[src/rtl/input_stage_if.sv]
// Bundle of the FT60x receive-side pins and the downstream FWFT stream for input_stage.
interface input_stage_if;
  logic        rxf_n;
  logic [31:0] data_in;
  logic [3:0]  be_in;
  logic        oe_n;
  logic        rd_n;
  logic [31:0] out_data;
  logic [3:0]  out_be;
  logic        out_valid;
  logic        out_ready;
  logic [20:0] counter;
  logic [3:0]  fifo_level;

  // The capture block itself.
  modport slave (
    input  rxf_n, data_in, be_in, out_ready,
    output oe_n, rd_n, out_data, out_be, out_valid, counter, fifo_level
  );

  // The environment: FT60x chip plus the downstream consumer.
  modport master (
    output rxf_n, data_in, be_in, out_ready,
    input  oe_n, rd_n, out_data, out_be, out_valid, counter, fifo_level
  );
endinterface

[src/rtl/input_stage.sv]
// FT60x read-side capture: sequences oe_n/rd_n, buffers {be,data} in an
// 8-deep first-word-fall-through FIFO and counts captured words.
//
// state | meaning
// ------+---------------------------------------------------------------
// IDLE  | bus released (oe_n=1, rd_n=1); wait for data and >=4 free slots
// TURN  | one-cycle bus turnaround (oe_n=0, rd_n=1)
// READ  | streaming (oe_n=0, rd_n=0); a word lands on every rxf_n==0 edge
module input_stage (
  input  logic         CLK,
  input  logic         rst_n,
  input_stage_if.slave bus
);

  typedef enum logic [1:0] {
    S_IDLE = 2'd0,
    S_TURN = 2'd1,
    S_READ = 2'd2
  } state_t;

  state_t      r_state;
  state_t      w_state_nxt;
  logic        r_oe_n;
  logic        r_rd_n;
  logic [35:0] r_mem [0:7];
  logic [2:0]  r_wr_ptr;
  logic [2:0]  r_rd_ptr;
  logic [3:0]  r_level;
  logic [3:0]  w_level_nxt;
  logic [20:0] r_counter;
  logic        w_wr;
  logic        w_pop;
  logic        w_room_turn;
  logic        w_room_low;
  logic        w_valid;
  logic [35:0] w_head;

  // rd_n is registered, so it is low exactly while in READ.
  assign w_wr        = ~r_rd_n & ~bus.rxf_n;
  assign w_valid     = (r_level != 4'd0);
  assign w_pop       = w_valid & bus.out_ready;
  // Starting a burst needs 4 free slots; a burst ends once fewer than 2 remain.
  // Leaving READ at level 7 means the FIFO can never reach a write-while-full.
  assign w_room_turn = (r_level <= 4'd4);
  assign w_room_low  = (w_level_nxt >= 4'd7);

  // Occupancy after this edge's write and pop.
  always_comb begin
    w_level_nxt = r_level;
    case ({w_wr, w_pop})
      2'b10:   w_level_nxt = r_level + 4'd1;
      2'b01:   w_level_nxt = r_level - 4'd1;
      default: w_level_nxt = r_level;
    endcase
  end

  // Next-state decode for the bus sequencer.
  always_comb begin
    w_state_nxt = r_state;
    case (r_state)
      S_IDLE:  if (!bus.rxf_n && w_room_turn) w_state_nxt = S_TURN;
      S_TURN:  w_state_nxt = S_READ;
      S_READ:  if (bus.rxf_n || w_room_low) w_state_nxt = S_IDLE;
      default: w_state_nxt = S_IDLE;
    endcase
  end

  // State register; strobes are registered from the next state so they track it glitch-free.
  always_ff @(posedge CLK) begin
    if (!rst_n) begin
      r_state <= S_IDLE;
      r_oe_n  <= 1'b1;
      r_rd_n  <= 1'b1;
    end else begin
      r_state <= w_state_nxt;
      r_oe_n  <= (w_state_nxt == S_IDLE);
      r_rd_n  <= (w_state_nxt != S_READ);
    end
  end

  // FIFO pointers, occupancy and captured-word counter.
  always_ff @(posedge CLK) begin
    if (!rst_n) begin
      r_wr_ptr  <= 3'd0;
      r_rd_ptr  <= 3'd0;
      r_level   <= 4'd0;
      r_counter <= 21'd0;
    end else begin
      if (w_wr) begin
        r_wr_ptr  <= r_wr_ptr + 3'd1;
        r_counter <= r_counter + 21'd1;
      end
      if (w_pop) begin
        r_rd_ptr <= r_rd_ptr + 3'd1;
      end
      r_level <= w_level_nxt;
    end
  end

  // FIFO storage; not reset, the head is masked while empty instead.
  always_ff @(posedge CLK) begin
    if (rst_n && w_wr) begin
      r_mem[r_wr_ptr] <= {bus.be_in, bus.data_in};
    end
  end

  // A capture must never land on a full FIFO.
  always_ff @(posedge CLK) begin
    if (rst_n && w_wr) begin
      assert (r_level != 4'd8);
    end
  end

  assign w_head         = r_mem[r_rd_ptr];
  assign bus.out_data   = w_valid ? w_head[31:0]  : 32'd0;
  assign bus.out_be     = w_valid ? w_head[35:32] : 4'd0;
  assign bus.out_valid  = w_valid;
  assign bus.oe_n       = r_oe_n;
  assign bus.rd_n       = r_rd_n;
  assign bus.counter    = r_counter;
  assign bus.fifo_level = r_level;

endmodule

[src/flat_wrapper.sv]
// flat-port wrapper written by rule: the top's interface ports become plain ports
module input_stage_flat 
  (CLK, rst_n, bus_rxf_n, bus_data_in, bus_be_in, bus_out_ready, bus_oe_n, bus_rd_n, bus_out_data, bus_out_be, bus_out_valid, bus_counter, bus_fifo_level);
  input_stage_if bus_i ();
  input  logic CLK;
  input  logic rst_n;
  input wire logic [$bits(bus_i.rxf_n)-1:0] bus_rxf_n;
  input wire logic [$bits(bus_i.data_in)-1:0] bus_data_in;
  input wire logic [$bits(bus_i.be_in)-1:0] bus_be_in;
  input wire logic [$bits(bus_i.out_ready)-1:0] bus_out_ready;
  output wire logic [$bits(bus_i.oe_n)-1:0] bus_oe_n;
  output wire logic [$bits(bus_i.rd_n)-1:0] bus_rd_n;
  output wire logic [$bits(bus_i.out_data)-1:0] bus_out_data;
  output wire logic [$bits(bus_i.out_be)-1:0] bus_out_be;
  output wire logic [$bits(bus_i.out_valid)-1:0] bus_out_valid;
  output wire logic [$bits(bus_i.counter)-1:0] bus_counter;
  output wire logic [$bits(bus_i.fifo_level)-1:0] bus_fifo_level;
  assign bus_i.rxf_n = bus_rxf_n;
  assign bus_i.data_in = bus_data_in;
  assign bus_i.be_in = bus_be_in;
  assign bus_i.out_ready = bus_out_ready;
  assign bus_oe_n = bus_i.oe_n;
  assign bus_rd_n = bus_i.rd_n;
  assign bus_out_data = bus_i.out_data;
  assign bus_out_be = bus_i.out_be;
  assign bus_out_valid = bus_i.out_valid;
  assign bus_counter = bus_i.counter;
  assign bus_fifo_level = bus_i.fifo_level;
  input_stage u_core (.CLK(CLK), .rst_n(rst_n), .bus(bus_i));
endmodule
[config.mk]
export PLATFORM = sky130hd
export DESIGN_NAME = input_stage_flat
export DESIGN_NICKNAME = d
export VERILOG_FILES = /design/src/rtl/input_stage_if.sv /design/src/rtl/input_stage.sv /design/src/flat_wrapper.sv
export SDC_FILE = /design/constraint.sdc
export NUM_CORES = 1
export LEC_CHECK = 0
export CAP_MARGIN = 0
export CORE_MARGIN = 2
export CORE_UTILIZATION = 40
export CTS_CLUSTER_DIAMETER = 80
export CTS_CLUSTER_SIZE = 8
export DETAILED_ROUTE_END_ITERATION = 8
export HOLD_SLACK_MARGIN = 0.03
export SYNTH_ARGS = -nofsm -noshare
export SYNTH_HDL_FRONTEND = slang
export SYNTH_SLANG_ARGS = --single-unit
[constraint.sdc]
create_clock -name CLK -period 11.45 [get_ports CLK]
set_input_delay 1.7175 -clock CLK [delete_from_list [all_inputs] [get_ports CLK]]
set_output_delay 1.7175 -clock CLK [all_outputs]
set_load 0.01 [all_outputs]
==> out/metrics.yaml <==
status: "completed"
cp.required_ns: 9.73
gp_congestion: 0.735
top_layer: "met4"
die_area_um2: 33300
overflow: 0
fin_crit_ns: 5.17
netlist_area_um2: 12800
layout-drive-gt1-share_pct: 20.1
portBuffers: 103
gr-usage-all-layers_pct: 15.5
synth_top_area_cell: "edfxtp_1"
switchingPower_uw: 566
path_class: "flip-flop to output port"
max_freq_ghz: 0.193
nFillCells: 2529
dr_wl_met3_um: 1410
met2WireLength_um: 12400
min_path_cells: 1
setup_violations: 0
p_leak_nw: 4.90
power.density_nw_per_um2: 175
p_seq_share_pct: 48.1
async_reset_ff_share_pct: 0
drc: 0
cts-root-buf: "clkbuf_16"
wl_met1_um: 11100
drt-initial-drc-count: 409
hold_path_class: "flip-flop to flip-flop"
ioPinCount: 104
cts_hold_buffers: 0
synth_seq_area_share_pct: 73.8
die_h_um: 183
synth.avg_cell_area_um2: 19.4
rrSetupSlack_ns: 7.44
drt-total-wl_um: 25400
setup_tns_ns: 0
syn2layout_area_growth_pct: 22.2
hold_viol_final: 0
synth_area_leaders: "edfxtp_1, mux4_2, dfxtp_1"
critPathMaxFanout: 52
postCtsResizedCells: 0
r2r_cells: 13
swShare_pct: 20.7
maxCapViolCount: 0
yosysWarnings: 0
nets: 836
htreeDepth: 2
ys_types: 44
synth_edf_count: 288
post-synth-top-area-fraction_pct: 67.8
via_per_inst: 5.22
first_pass_iters: 4
peakVddDrop_v: 0.0000994
syn_inst: 657
cts_tree: "yes"
start_util_pct: 40.5
synthFlopType: "edfxtp_1"
dp_hpwl_um: 14400
synthTopCellsByCount: "edfxtp_1, mux4_2, nor2_1"
place_inst: 1144
grt_pass1_vias: 6784
clockBufferDepth: 3
fin_crit_sh_pct: 45.2
antenna_found_initial: 1
fin_skew_ns: 0.0156
synth-seq-cells: 326
end_kind: "output port"
synth_most_common_cell: "edfxtp_1"
critical_path.startpoint_type: "flip-flop"
postCtsSetupRepairBufs: 0
clkPwrFrac_pct: 43.6
worstSetupEndpoint: "bus_out_be[0]"
pwr-share-comb_pct: 8.3
synth_fp_nets: 703
grt_max_degree: 73
cts.clk_slew.worst_paths_ns: 0.05
wl_per_cell_um: 21.0
grt_pass1_wl_um: 38900
p_int_mw: 2.17
final_cells: 1212
relSlewSlack_pct: 27.7
cts-buffers-inserted: 46
die_width_um: 183
coreArea_um2: 31500
num_rows: 65
rr_startpoint: "u_core.bus.fifo_level[0]"
clock_latency_ns: 0.52
drv_slew: 0
clock-sinks: 326
ant_nets: 0
rr_endpoint: "u_core.bus.oe_n"
vias: 6329
worstPathArrival_ns: 3.46
rsz0062_at_grt: "false"
tightest_slew_ns: 1.08
[kinds of logic (layout without fill, tap and decap cells)]
logic type / count (synthesis) / after routing / synth area share [%]
other: 0 / 1 / 0
xor gates and xnor gates: 25 / 25 / 1.72
buffers and inverters: 39 / 191 / 1.29
AOI/OAI and AO/OA: 16 / 16 / 0.853
muxes: 111 / 111 / 15.8
and+or+nand+nor: 134 / 134 / 6.01
DFF: 326 / 326 / 73.8
adders and majority gates: 6 / 6 / 0.588
[final cells by class]
cell class,count,area (um2),share of cell area [%]
multi-input cells,292,3240,20.8
diodes,1,2.50,0.0161
clock inverters,1,8.76,0.0562
inverters,7,26.3,0.169
flip-flops and latches,326,9420,60.4
clock buffers,66,1260,8.07
well taps,402,503,3.23
repair buffers,117,1140,7.29
[registers in the layout, indices dropped and copies added (netlist names), named ones only]
| register | count |
|---|---|
| u_core.r_mem | 288 |
| u_core.bus.counter | 21 |
| u_core.bus.fifo_level | 4 |
| u_core.r_rd_ptr | 3 |
| u_core.r_wr_ptr | 3 |
| u_core.r_state | 2 |
| u_core.bus.oe_n | 1 |
| u_core.bus.rd_n | 1 |
[cell usage in the layout, fill, tap and decap left out, types with 3 or more instances in the layout]
| cell type | n |
|---|---|
| nor3_1 | 4 |
| nor2_1 | 38 |
| and4_1 | 3 |
| mux4_2 | 72 |
| mux2i_1 | 38 |
| xnor2_1 | 13 |
| nor2_4 | 7 |
| clkbuf_1 | 18 |
| dfxtp_1 | 35 |
| clkbuf_16 | 47 |
| and2_1 | 25 |
| ha_1 | 6 |
| buf_4 | 14 |
| xor2_1 | 12 |
| nor3b_1 | 5 |
| a21boi_1 | 3 |
| inv_1 | 5 |
| o21ai_0 | 4 |
| nand3_1 | 6 |
| nand2b_1 | 3 |
| nor4_2 | 3 |
| edfxtp_1 | 288 |
| and3_1 | 3 |
| nand2_1 | 17 |
| nor3_2 | 5 |
| clkdlybuf4s50_1 | 103 |
[worst min path at each step]
| stage | from | end | slack (ns) |
|---|---|---|---|
| final | u_core.r_state[1] | u_core.r_state[0] | 0.46 |
| after global routing | u_core.r_state[1] | u_core.r_state[0] | 0.47 |
| after floorplan | u_core.r_state[1] | u_core.r_state[0] | 0.42 |
| after detailed placement | u_core.r_state[1] | u_core.r_state[0] | 0.45 |
| after CTS | u_core.r_state[1] | u_core.r_state[0] | 0.46 |
| after global placement | u_core.r_state[1] | u_core.r_state[0] | 0.43 |
[worst max-delay path, stage by stage (launching register included)]
cell	delay, ns
dfxtp_4	0.61
buf_4	0.88
mux4_2	0.61
mux2i_1	0.24
nor2_1	0.08
clkdlybuf4s50_1	0.49
[power by group through the flow]
| stage | logic, mW | registers [mW] | clock network (mW) |
|---|---|---|---|
| 5_1_grt | 0.246 | 1.32 | 1.27 |
| 2_1_floorplan | 0.138 | 1.33 | 0 |
| 4_1_cts | 0.232 | 1.32 | 1.23 |
| 6_report | 0.226 | 1.32 | 1.19 |
| 3_3_place_gp | 0.226 | 1.34 | 0 |
| 3_5_place_dp | 0.231 | 1.34 | 0 |
[per-layer routing]
layer | global-route usage (%) | vias up
li1 | - | 2864
met1 | 20.4 | 3252
met2 | 25.9 | 167
met3 | 3.55 | 46
met4 | 4.48 | 0
met5 | 0 | -
[per-stage QoR]
step                util (%)  cell area, um2  power (mW)  hold slack [ns]  worst slack (ns)
floorplan                  -           12800        1.46            0.420              6.38
global placement        45.5           14300        1.56            0.431              6.63
detailed placement      45.5           14300        1.57            0.453              6.62
CTS                     49.5           15600        2.77            0.459              6.05
global route            49.5           15600        2.84            0.473              5.93
finish                  49.5           15600        2.73            0.455              6.28
No activity file was read; power rests on OpenSTA's default activity.
